===== src/rtl/gcd_engine.sv =====
// gcd_engine
//   Sequential greatest-common-divisor engine using a subtract-and-compare
//   datapath and a three-state controller (IDLE, CMP, DONE) with a
//   start/done handshake.
//
//   Optional build macro: GCD_ITER_CNT_EN
//     When defined, the engine exposes iter_count, a saturating count of the
//     subtractions performed by the most recent operation.
//
// Ports
//   clk        in   1      rising-edge clock
//   reset      in   1      synchronous, active-high reset
//   start      in   1      request, sampled only in IDLE
//   a_in       in   WIDTH  operand A, captured on the start-accepting edge
//   b_in       in   WIDTH  operand B, captured on the start-accepting edge
//   busy       out  1      high while computing (CMP)
//   done       out  1      one-cycle completion pulse (DONE)
//   result     out  WIDTH  last GCD, held until the next completion
//   iter_count out  WIDTH  subtraction count (GCD_ITER_CNT_EN only)
module gcd_engine #(
    parameter int WIDTH = 8
) (
    input  logic             clk,
    input  logic             reset,
    input  logic             start,
    input  logic [WIDTH-1:0] a_in,
    input  logic [WIDTH-1:0] b_in,
    output logic             busy,
    output logic             done,
    output logic [WIDTH-1:0] result
`ifdef GCD_ITER_CNT_EN
    ,
    output logic [WIDTH-1:0] iter_count
`endif
);

    typedef enum logic [1:0] {
        S_IDLE = 2'd0,
        S_CMP  = 2'd1,
        S_DONE = 2'd2
    } state_t;

    localparam logic [WIDTH-1:0] ZERO = '0;

    state_t           state_q, state_d;
    logic [WIDTH-1:0] ra_q, ra_d;
    logic [WIDTH-1:0] rb_q, rb_d;
    logic [WIDTH-1:0] result_q, result_d;
    logic             busy_q, busy_d;
    logic             done_q, done_d;
    logic             terminal;
    logic             subtract;

    // Equal registers or a zero register end the loop; OR-ing the two then
    // gives the shared value or the nonzero one (and 0 for gcd(0,0)).
    assign terminal = (ra_q == rb_q) || (ra_q == ZERO) || (rb_q == ZERO);
    assign subtract = (state_q == S_CMP) && !terminal;

    always_comb begin
        state_d  = state_q;
        ra_d     = ra_q;
        rb_d     = rb_q;
        result_d = result_q;
        unique case (state_q)
            S_IDLE: begin
                if (start) begin
                    ra_d    = a_in;
                    rb_d    = b_in;
                    state_d = S_CMP;
                end
            end
            S_CMP: begin
                if (terminal) begin
                    result_d = ra_q | rb_q;
                    state_d  = S_DONE;
                end else if (ra_q > rb_q) begin
                    // Larger register is always the minuend, so no borrow.
                    ra_d = ra_q - rb_q;
                end else begin
                    rb_d = rb_q - ra_q;
                end
            end
            S_DONE: begin
                state_d = S_IDLE;
            end
            default: begin
                state_d = S_IDLE;
            end
        endcase
        // Status outputs are registered copies of the next state.
        busy_d = (state_d == S_CMP);
        done_d = (state_d == S_DONE);
    end

    always_ff @(posedge clk) begin
        if (reset) begin
            state_q  <= S_IDLE;
            ra_q     <= '0;
            rb_q     <= '0;
            result_q <= '0;
            busy_q   <= 1'b0;
            done_q   <= 1'b0;
        end else begin
            state_q  <= state_d;
            ra_q     <= ra_d;
            rb_q     <= rb_d;
            result_q <= result_d;
            busy_q   <= busy_d;
            done_q   <= done_d;
        end
    end

    assign busy   = busy_q;
    assign done   = done_q;
    assign result = result_q;

`ifdef GCD_ITER_CNT_EN
    localparam logic [WIDTH-1:0] ONE = {{(WIDTH-1){1'b0}}, 1'b1};

    logic [WIDTH-1:0] iter_count_q, iter_count_d;

    // Cleared when an operation is accepted, saturating increment per
    // subtraction, otherwise held so the final count stays readable.
    always_comb begin
        iter_count_d = iter_count_q;
        if (state_q == S_IDLE && start) begin
            iter_count_d = '0;
        end else if (subtract && iter_count_q != '1) begin
            iter_count_d = iter_count_q + ONE;
        end
    end

    always_ff @(posedge clk) begin
        if (reset) begin
            iter_count_q <= '0;
        end else begin
            iter_count_q <= iter_count_d;
        end
    end

    assign iter_count = iter_count_q;
`else
    // No subtraction counter in this build; subtract only steers the datapath.
    logic unused_subtract;
    assign unused_subtract = subtract;
`endif

endmodule


===== config.mk =====
export PLATFORM = sky130hd
export DESIGN_NAME = gcd_engine
export DESIGN_NICKNAME = d
export VERILOG_FILES = /design/src/rtl/gcd_engine.sv
export SDC_FILE = /design/constraint.sdc
export NUM_CORES = 1
export LEC_CHECK = 0
export CORE_MARGIN = 5
export CORE_UTILIZATION = 51
export DETAILED_ROUTE_END_ITERATION = 6
export DONT_BUFFER_PORTS = 1
export GPL_TIMING_DRIVEN = 0
export PLACE_DENSITY = 0.66
export REMOVE_ABC_BUFFERS = 1
export SYNTH_ARGS = -nofsm -noshare
export SYNTH_HDL_FRONTEND = slang
export SYNTH_SLANG_ARGS = --single-unit

===== constraint.sdc =====
create_clock -name clk -period 2.75 [get_ports clk]
set_clock_uncertainty 0.2 [all_clocks]
set_input_delay 0.275 -clock clk [delete_from_list [all_inputs] [get_ports clk]]
set_output_delay 0.275 -clock clk [all_outputs]
set_load 0.005 [all_outputs]

* Word level (Yosys, flattened, before mapping)
Index checks and enable logic that the tools add are counted.
Storage, ports and cells: bits in registers 28, input port bits 19, output and inout port bits 10, word-level logic and storage cells 38
Operators by class: $add $sub $neg 2, order comparisons 1, equality and inequality tests 8, mux-type cells 11, bitwise operators 1, reduce and logical (&&, ||, !) cells 9
Operators by type and width (number):
- 2-to-1 mux 8 bit | 6
- one-hot mux 8 bit (2 select lines) | 2
- zero test 8 bit | 2
- subtractor 8 bit | 2
- equality test 8 bit | 1
- > comparator 8 bit | 1
- OR 8 bit | 1
- AND reduction 4 bit | 2
- != test 2 bit, second input constant | 3
- equality test 2 x 1 -> 1 bit, second input constant | 2
- 2-to-1 mux 2 bit | 2
- one-hot mux 2 bit (2 select lines) | 1
- equality test 2 bit, second input constant | 1
- zero test 2 bit | 1
- logical OR 1 bit | 2
- != test 2 x 1 -> 1 bit, second input constant | 1
- AND reduction 2 bit | 1
- nonzero test 2 bit | 1

* Depth between registers and ports, before layout
Gate-level depths: netlist of the first run.
depth after elaboration 6, gate-level depth with buffers 10, depth with buffers taken out 9

* Worst setup path before layout of the first run
No wires, ideal clock.
path type register to register, start register ra_q[0], end register ra_q[1], library setup time 0.133 ns, arrival time 2.079 ns, data required time 2.417 ns, slack 0.338 ns, cell stages (with the launch flop) 11, buffers on the path 1, clock period less this slack 2.412 ns, cells stage by stage dfxtp_1 -> inv_1 -> ha_1 -> fa_1 -> nor3_1 -> o31ai_1 -> a41oi_2 -> a21boi_4 -> buf_6 -> a211oi_2 -> a211oi_2
Between the ends: cells in the longest elaborated chain, start to end 5, elaborated cells between the ends (all ways) 12, those cells by class add/sub: 1; order compare: 1; eq/ne: 3; mux: 3; reduce/logical: 4
RTL lines:
- from (decl) | line 46 | logic [WIDTH-1:0] ra_q, ra_d;
- from (signal assigned) | line 105 | ra_q <= ra_d;
- branches (longest 5 deep; another with subtractor 8 bit)
Parallel ways; which one is timed is not known. The select of a mux whose other input is x is not followed. A chain may end at the register's enable or synchronous reset.

* Worst setup path in the final report of the first run
start register ra_q[6], end register ra_q[0]
Between the ends: cells in the longest elaborated chain, start to end 5, elaborated cells between the ends (all ways) 8, those cells by class order compare: 1; eq/ne: 3; reduce/logical: 4
RTL lines:
- branches (longest 4 deep; another with > comparator 8 bit)
- AND reduction 4 bit (no line) (*)
Mark *: on every way between the ends.

==> flow_summary.yaml, run 1 <==
drt:
  vias: 1718
  drc: 0
  final_antenna_net_count: 0
  dr.pass1.iters: 4
  drt-initial-drc-count: 116
  wl_microns: 4936
  wl_per_cell_microns: 17.08
  viasPerCell: 5.945
cts:
  cts_max_path_buffers: 2
  numCtsBuffers: 3
  clkLatencyLatePin_ps: 270
  path_clk_slew_ps: 90
  root_buffer: "clkbuf_8"
  cts.sinks: 28
  cts_tree: "built"
  htree_levels: 1
setup_path:
  path_class: "flip-flop to flip-flop"
  arrival_ps: 2650
  worst_setup_path_start_kind: "flip-flop"
  slowest_stage: "ha_1"
  cp-end-kind: "flip-flop"
  slowest_delay_ps: 510
  critPathRequiredTime_ps: 2770
  critPathMaxFanout: 10
  cp_cell_sequence: "inv_1 -> ha_1 -> nor4_4 -> a221o_1 -> a41oi_4 -> a21boi_4 -> buf_4 -> a21o_1 -> a21oi_1"
sta:
  maxSlewViolCount: 0
  period_needed_ps: 2636
  setup_viol: 0
  rsz0062_at_grt: "false"
  relSlewSlack: 0.5712
  hold_violations: 0
  fin_crit_sh: 0.9586
  fmax_ghz: 0.3793
  tightest_slew_ps: 640.3
grt:
  overflow: 0
  antenna_found_initial: 0
  grt_pass1_wl_microns: 7645
  first_global_vias: 1603
  grtUsageTotal: 0.1802
  grt_max_degree: 30
logic_synthesis:
  syn_area_per_cell_sq_um: 8.569
  syn_area_sq_mm: 0.002091
  syn_inst: 244
  synth.distinct_cells: 51
  seq_area_frac_synth: 0.2681
  synth_warnings: 0
  ys_ff_latch: 28
final_layout:
  finish.utilization: 0.5615
  fillers: 379
  nets: 285
  antenna_cells: 0
  syn2layout_area_growth_pct: 7.421
  drive_above_1_share: 0.1381
job:
  maxCapViolations: 0
place:
  portBuffers: 0
  gp_congestion: 0.8683
  place_hpwl_microns: 3297
min_path:
  hold_path.class: "primary input to flip-flop"
floorplanning:
  die_h_microns: 74.03
  num_rows: 23
  dieArea_sq_mm: 0.005480
  initial_core_util: 0.5227
  die_w_microns: 74.03
  io_pins: 29
  core_region_area_sq_mm: 0.004000
run_status:
  status: "finished, final reports clean"
-- per-stage QoR --
stage	hold WS, ps	cells	setup TNS, ps	setup slack (ps)	area [sq um]
2_1_floorplan	139.6	230	0	319.0	1994
3_3_place_gp	148.5	280	-842.0	-93.41	2057
3_5_place_dp	148.0	280	-1309	-115.6	2057
4_1_cts	8.397	285	0	6.375	2151
5_1_grt	14.28	289	0	13.98	2246
6_report	12.75	289	0	113.8	2246
-- Yosys cell counts (all sizes together) --
master	n	area [sq um]
mux2i	6	60.06
nor3	7	35.03
a21o	1	7.510
nand3	1	5.000
and2b	1	8.760
a21oi	16	87.59
a211oi	14	120.1
nor4b	1	8.760
a21boi	2	30.03
clkbuf	5	18.77
a2111oi	1	15.01
a31oi	1	6.260
nand4	1	6.260
nand3b	1	7.510
and2	1	6.260
a311oi	1	8.760
nor4	8	71.32
xor2	1	8.760
fa	2	40.04
or4	1	7.510
o31ai	2	15.01
nand2	19	71.32
a211o	4	38.79
or3	1	6.260
and3	1	7.510
o211ai	4	30.03
o21bai	3	22.52
o21ai	4	20.02
o41ai	1	16.27
nand2b	3	18.77
inv	23	86.33
nor2b	6	37.54
buf	9	77.57
o221ai	1	8.760
a221oi	2	17.52
a41oi	1	16.27
ha	23	287.8
nor2	26	97.59
xnor2	8	70.07
a221o	1	10.01
dfxtp	28	560.5
o21a	1	7.510
nor3b	1	7.510
-- worst max-delay path, delay by kind of cell (launching register included) --
| family | cells | cell delay [ps] |
|---|---|---|
| flip-flops | 1 | 400 |
| buffers and inverters | 2 | 260 |
| AND/OR/NAND/NOR | 1 | 100 |
| AO/OA/AOI/OAI | 5 | 1100 |
| adder cells (fa/ha/maj) | 1 | 510 |
-- flip-flops by register name, indices dropped and copies added, names as in the netlist --
name / cells
ra_q: 8
rb_q: 8
result: 8
state_q: 2
busy: 1
done: 1
-- kinds of logic (layout without fill, tap and decap cells) --
logic type / Yosys count / after routing / share of synthesized area
buffers and inverters: 37 / 31 / 0.08737
AO/OA/AOI/OAI: 60 / 61 / 0.2286
adder cells (fa/ha/maj): 25 / 25 / 0.1568
multiplexers: 6 / 6 / 0.02873
flip-flops: 28 / 28 / 0.2681
AND/OR/NAND/NOR: 79 / 79 / 0.1927
XOR/XNOR: 9 / 9 / 0.03770
-- worst paths after layout --
path                        startpoint  depth (start not counted)  slack, ps              endpoint
hold / removal                 a_in[7]                          2         10  ra_q[7]$_SDFFE_PP0P_
setup reg to reg  ra_q[6]$_SDFFE_PP0P_                          9        110  ra_q[0]$_SDFFE_PP0P_
setup / recovery  ra_q[6]$_SDFFE_PP0P_                          9        110  ra_q[0]$_SDFFE_PP0P_
hold reg to reg   ra_q[6]$_SDFFE_PP0P_                          2        300  ra_q[6]$_SDFFE_PP0P_
-- layout by cell type (no fill, tap or decap), drive strengths merged, types with 2 or more instances in the layout --
| master | netlist | layout |
|---|---|---|
| a21oi | 16 | 16 |
| nor3 | 7 | 7 |
| buf | 9 | 4 |
| a211oi | 14 | 14 |
| o21bai | 3 | 3 |
| nor2b | 6 | 6 |
| nor2 | 26 | 26 |
| nand2 | 19 | 19 |
| a21boi | 2 | 3 |
| mux2i | 6 | 6 |
| clkbuf | 5 | 3 |
| nor4 | 8 | 8 |
| fa | 2 | 2 |
| ha | 23 | 23 |
| nand2b | 3 | 3 |
| inv | 23 | 23 |
| xnor2 | 8 | 8 |
| o21ai | 4 | 4 |
| o211ai | 4 | 4 |
| a221oi | 2 | 2 |
| o31ai | 2 | 2 |
| a211o | 4 | 4 |
| dfxtp | 28 | 28 |
-- cell type report --
| class | count | area, sq um | area share |
|---|---|---|---|
| timing repair buffer | 5 | 77.57 | 0.03454 |
| clock buffer | 3 | 41.29 | 0.01838 |
| multi-input combinational | 180 | 1418 | 0.6312 |
| sequential | 28 | 560.5 | 0.2496 |
| inverter | 23 | 86.33 | 0.03844 |
| tap | 50 | 62.56 | 0.02786 |
-- metal layers --
layer,part of all wire,GRT usage
met4,0.0016,0.03018
met5,0,0
met2,0.46,0.2923
met1,0.49,0.2420
met3,0.053,0.05135
-- repair_timing --
item                                    CTS  global route
buffers inserted                          0             3
hold buffers                              2             0
pin swaps                                 1             2
cloned                                    0             1
gates resized for setup                   5             7
endpoints found under the setup margin   18            24
hold endpoints to repair                 28             0
Power of run 1 is not shown: default switching activity piles up to over one toggle a cycle in this logic, so the estimate is an artifact.
==> run 2, diff against run 1 <==
- CORE_ASPECT_RATIO: unset -> 1.25
- HOLD_SLACK_MARGIN: unset -> 0.15
- SETUP_SLACK_MARGIN: unset -> 0.2
==> run 2 against run 1 <==
Hold slack better by 280 ps. Global-route usage increased by 1.8 points. Sequential share of layout area down 3.3 points. Utilization grew 10 points. Cell count rose by 12%. Worst setup slack better by 120 ps. Critical path depth increased by 1.
==> flow_summary.yaml, run 2 (synthesized netlist as in run 1, its figures left out) <==
run_status:
  status: "finished, final reports clean"
setup_path:
  critPathMaxFanout: 4
  cp_cell_sequence: "inv_2 -> ha_4 -> fa_2 -> nor3_2 -> o31ai_2 -> a41oi_4 -> a21boi_4 -> buf_6 -> a211o_4 -> a21oi_2"
  slowest_delay_ps: 390
  cp-end-kind: "flip-flop"
  arrival_ps: 2530
  crit_start: "ra_q[0]$_SDFFE_PP0P_"
  worst_setup_path_start_kind: "flip-flop"
  rr_worst_depth: 10
  crit_end: "ra_q[6]$_SDFFE_PP0P_"
  r2r_end: "ra_q[6]$_SDFFE_PP0P_"
  r2r_slack_ps: 240
  r2r_start: "ra_q[0]$_SDFFE_PP0P_"
  path_class: "flip-flop to flip-flop"
  critPathRequiredTime_ps: 2770
  slowest_stage: "fa_2"
cts:
  cts_max_path_buffers: 2
  cts_tree: "built"
  root_buffer: "clkbuf_8"
  path_clk_slew_ps: 100
  cts.sinks: 28
  htree_levels: 1
  numCtsBuffers: 3
  clkLatencyLatePin_ps: 280
grt:
  antenna_found_initial: 0
  grt_max_degree: 30
  first_global_vias: 1744
  grt_pass1_wl_microns: 8369
  grtUsageTotal: 0.1978
  overflow: 0
sta:
  fin_crit_sh: 0.9135
  fmax_ghz: 0.3981
  rsz0062_at_grt: "true"
  relSlewSlack: 0.5546
  maxSlewViolCount: 0
  hold_violations: 0
  tightest_slew_ps: 665.1
  hold_ws_ps: 293.3
  period_needed_ps: 2512
  setup_viol: 0
drt:
  viasPerCell: 5.794
  final_antenna_net_count: 0
  drc: 0
  wl_per_cell_microns: 16.54
  vias: 1883
  wl_microns: 5374
  drt-initial-drc-count: 100
  dr.pass1.iters: 5
final_layout:
  drive_above_1_share: 0.2639
  nets: 314
  layout_common_cells: "26 x nor2_1, 21 x inv_1, 19 x nand2_1, 18 x dlygate4sd3_1"
  syn2layout_area_growth_pct: 27.95
  fin_area_sq_mm: 0.002675
  layout_commonest_cell: "nor2_1"
  antenna_cells: 0
place:
  gp_congestion: 0.8298
  placed_cell_area_sq_mm: 0.002064
  portBuffers: 0
  place_hpwl_microns: 3252
floorplanning:
  core_region_area_sq_mm: 0.004034
  die_h_microns: 81.59
  initial_core_util: 0.5183
  io_pins: 29
  num_rows: 26
  dieArea_sq_mm: 0.005488
  die_w_microns: 67.27
job:
  maxCapViolations: 0
min_path:
  hold_path.class: "flip-flop to flip-flop"
[run 2: cell types whose count changed in the layout (fill, tap and decap cells not counted), moves of 3 or more]
cell | previous run | this run
dlygate4sd3_1 | 1 | 18
dfxtp_1 | 28 | 14
dfxtp_2 | 0 | 14
buf_4 | 1 | 10
ha_4 | 0 | 7
buf_6 | 0 | 5
ha_1 | 19 | 14
a21oi_1 | 14 | 11
a21oi_2 | 0 | 3
[run 2: final cells by class]
type	instances	area, sq um
multi-input cells	180	1538
fillers	317	1359
flip-flops and latches	28	578.1
repair buffers	34	331.6
inverters	23	86.33
well taps	56	70.07
clock buffers	3	41.29
clock inverters	1	30.03
[run 2: stage by stage]
stage            util  instances  setup TNS (ps)  worst slack (ps)
6_report       0.6632        325               0             238.0
5_1_grt        0.6632        325               0             144.3
4_1_cts        0.6157        314               0             201.9
3_5_place_dp   0.5118        286           -1230            -157.6
3_3_place_gp   0.5118        286          -976.2            -140.4
2_1_floorplan       -        230               0             319.0
[run 2: how the worst min path moves through the flow]
stage | from | to | slack, ps | cells past startpoint
after floorplan | reset | ra_q[1]$_SDFFE_PP0P_ | 140 | 1
after global placement | reset | ra_q[1]$_SDFFE_PP0P_ | 150 | 1
after detailed placement | reset | ra_q[1]$_SDFFE_PP0P_ | 150 | 1
after CTS | ra_q[0]$_SDFFE_PP0P_ | ra_q[0]$_SDFFE_PP0P_ | 280 | 2
after global routing | ra_q[0]$_SDFFE_PP0P_ | ra_q[0]$_SDFFE_PP0P_ | 320 | 2
final | ra_q[0]$_SDFFE_PP0P_ | ra_q[0]$_SDFFE_PP0P_ | 290 | 2
[run 2: worst max-delay path: cells and delay by family, from the launching register on]
kind	cells	cell delay, ps
buffers and inverters	2	210
AOI/OAI and AO/OA	5	890
DFF	1	380
and+or+nand+nor	1	200
adders and majority gates	2	550
[run 2: timing repair]
action	4_1_cts	5_1_grt
pin swaps	2	14
hold buffers	19	0
setup endpoints to repair	26	24
gates cloned	1	0
hold endpoints to repair	28	0
gates resized for setup	20	31
buffers inserted	4	11
[run 2: layer usage]
metal	up-vias	global-route usage	wire [microns]
met5	-	0	0
met1	894	0.2500	2238
met4	0	0.06288	104
met3	17	0.02052	273
met2	69	0.3481	2757
li1	903	-	-
Power of run 2 is left out for the same reason.
==> run 3, diff against run 2 <==
- ABC_AREA: unset -> 1
==> run 3 against run 2 <==
Via count rose by 7.6%. Final area is 6.9% lower. Cell count is 26% higher. Critical endpoint is now busy$_SDFF_PP0_. Maximum frequency up 5.9%. Global-route usage rose by 0.80 points. Worst setup slack improved by 140 ps. Highest routed layer unchanged. Count of clock-buffer cells in the layout stayed put. First-iteration DRC count is 13% higher. Synthesized area rose by 5.1%. Routed wire length is 1.5% lower. Critical path depth down 1.
==> flow_summary.yaml, run 3 <==
final_layout:
  syn2layout_area_growth_pct: 13.33
  antenna_cells: 0
  drive_above_1_share: 0.09375
  nets: 397
  layout_common_cells: "88 x nand2_1, 49 x nor2_1, 39 x inv_1, 26 x nand3_1, 26 x dfxtp_1"
  layout_commonest_cell: "nand2_1"
logic_synthesis:
  synth_edf_count: 0
  synth.distinct_cells: 30
  ys_ff_latch: 28
  syn_area_per_cell_sq_um: 6.559
  synth_warnings: 0
  yosys.area.top_type: "dfxtp_1"
  syn_inst: 335
  yosysTopAreaCellShare: 0.2551
  synth.area.top_cells: "dfxtp_1 26%, nand2_1 15%, ha_1 13%"
  synthMostInstantiatedCell: "nand2_1"
  synth_flop_cell: "dfxtp_1"
  async_reset_ff_frac: 0
  ys_top_cells_by_count: "89 x nand2_1, 49 x nor2_1, 40 x inv_1"
  seq_area_frac_synth: 0.2551
  syn_area_sq_mm: 0.002197
setup_path:
  r2r_end: "busy$_SDFF_PP0_"
  critPathMaxFanout: 6
  rr_worst_depth: 9
  r2r_start: "ra_q[2]$_SDFFE_PP0P_"
  cp-end-kind: "flip-flop"
  cp_cell_sequence: "inv_1 -> ha_1 -> inv_2 -> nand2_1 -> nor2_2 -> nand2_4 -> nand4_1 -> a21oi_1 -> dlygate4sd3_1"
  worst-path-buf-inv: 3
  worst_setup_path_start_kind: "flip-flop"
  arrival_ps: 2350
  slowest_stage: "dlygate4sd3_1"
  critPathRequiredTime_ps: 2730
  slowest_delay_ps: 550
  path_class: "flip-flop to flip-flop"
  critPathTopFamily: "buffers and inverters"
  r2r_slack_ps: 380
min_path:
  hp-start: "rb_q[0]$_SDFFE_PP0P_"
  hold_path_end: "rb_q[0]$_SDFFE_PP0P_"
  whs_path_depth: 2
  hold_path.class: "flip-flop to flip-flop"
place:
  place_hpwl_microns: 3892
  gp_congestion: 0.8942
  portBuffers: 0
sta:
  relSlewSlack: 0.4863
  period_needed_ps: 2372
  fin_crit_sh: 0.8624
  fmax_ghz: 0.4216
  setup_viol: 0
  setup-tns-final_ps: 0
  maxSlewViolCount: 0
  tightest_slew_ps: 769.6
  hold_violations: 0
  rsz0062_at_grt: "false"
  hold_ws_ps: 313.2
power_and_ir_drop:
  combPwrFrac: 0.694
  powerDensity_mw_per_mm2: 1394
  p_int_mw: 1.607
  seqPwrFrac: 0.209
  vdd_drop_max_mv: 0.7966
  p_sw_frac: 0.5370
  clkPwrFrac: 0.097
  p_switching_mw: 1.864
  cellLeakagePower_nw: 1.258
cts:
  cts_tree: "built"
  root_buffer: "clkbuf_8"
  path_clk_slew_ps: 110
  cts.sinks: 28
  clkLatencyLatePin_ps: 280
  htree_levels: 1
  cts_max_path_buffers: 2
  cts_setup_buffers: 0
  numCtsBuffers: 3
drt:
  wl_per_cell_microns: 12.98
  viasPerCell: 4.966
  dr.pass1.iters: 4
  drc: 0
  wl_microns: 5294
  drt-initial-drc-count: 113
  vias: 2026
  final_antenna_net_count: 0
grt:
  grtUsageTotal: 0.2058
  grt_pass1_wl_microns: 9163
  antenna_found_initial: 0
  first_global_vias: 2070
  overflow: 0
  grt_max_degree: 25
floorplanning:
  io_pins: 29
  num_rows: 26
  initial_core_util: 0.5318
  die_w_microns: 68.71
  die_h_microns: 83.39
  core_region_area_sq_mm: 0.004131
  dieArea_sq_mm: 0.005729
run_status:
  status: "finished, final reports clean"
job:
  maxCapViolations: 0
[run 3: changes by cell type after synthesis, moves of 6 or more]
cell	previous run	this run
o21ai_0	4	13
nor4_1	6	0
xnor2_1	8	0
nor3_1	7	0
inv_1	23	40
mux2i_1	6	0
a21oi_1	14	21
a211oi_1	11	0
nand2_1	19	89
nor2_1	26	49
nand3_1	1	26
inv_2	0	7
nor2b_1	6	0
[run 3: how the worst max path moves through the flow]
stage / to / start / cells after the start
3_3_place_gp: ra_q[0]$_SDFFE_PP0P_ / ra_q[0]$_SDFFE_PP0P_ / 14
6_report: busy$_SDFF_PP0_ / ra_q[2]$_SDFFE_PP0P_ / 9
5_1_grt: ra_q[0]$_SDFFE_PP0P_ / ra_q[0]$_SDFFE_PP0P_ / 14
4_1_cts: ra_q[2]$_SDFFE_PP0P_ / ra_q[0]$_SDFFE_PP0P_ / 14
2_1_floorplan: ra_q[1]$_SDFFE_PP0P_ / ra_q[0]$_SDFFE_PP0P_ / 14
3_5_place_dp: ra_q[0]$_SDFFE_PP0P_ / ra_q[0]$_SDFFE_PP0P_ / 14
[run 3: power by group through the flow]
stage / registers, mW / logic, mW / clock network (mW)
after floorplan: 0.683 / 1.89 / 0
after global placement: 0.727 / 2.34 / 0
final: 0.726 / 2.41 / 0.336
after detailed placement: 0.729 / 2.35 / 0
after CTS: 0.721 / 2.40 / 0.347
after global routing: 0.749 / 2.80 / 0.362
[run 3: timing repair]
item,CTS,global route
hold endpoints to repair,20,0
hold buffers,19,0
resized for setup,0,5
endpoints found under the setup margin,0,16
[run 3: cells by family after synthesis]
family | Yosys count | synth area share
adder cells (fa/ha/maj) | 25 | 0.1492
AO/OA/AOI/OAI | 42 | 0.1059
AND/OR/NAND/NOR | 187 | 0.3867
buffers and inverters | 53 | 0.1031
flip-flops | 28 | 0.2551
[run 3: final cells by class]
cell class                      instances  area [sq um]
Inverter                               47         180.2
Multi-Input combinational cell        254          1413
Clock inverter                          1         30.03
Tap cell                               56         70.07
Sequential cell                        28         565.5
Fill cell                             445          1642
Clock buffer                            3         41.29
Timing Repair Buffer                   19         190.2
[run 3: per-layer routing]
metal	wire length, microns	up-vias	global-route usage
met3	133	4	0.02432
met2	2596	27	0.3501
met1	2512	909	0.2685
met4	52	0	0.04965
li1	-	1086	-
met5	0	-	0
[run 3: worst register-to-register path: cells and delay by family, from the launching register on]
family / cells / cell delay, ps
flip-flops: 1 / 410
adder cells (fa/ha/maj): 1 / 370
buffers and inverters: 3 / 760
AND/OR/NAND/NOR: 4 / 440
AO/OA/AOI/OAI: 1 / 80
[run 3: through the flow]
stage / cells / utilization / power [mW] / instance area, sq um / setup slack [ps]
global route: 408 / 0.6027 / 3.909 / 2490 / 209.5
floorplan: 329 / - / 2.577 / 2147 / 660.8
detailed placement: 385 / 0.5366 / 3.084 / 2217 / 351.1
finish: 408 / 0.6027 / 3.471 / 2490 / 378.3
CTS: 408 / 0.5999 / 3.469 / 2479 / 323.4
global placement: 385 / 0.5366 / 3.070 / 2217 / 363.6
Power figures use the tool's default switching activity.
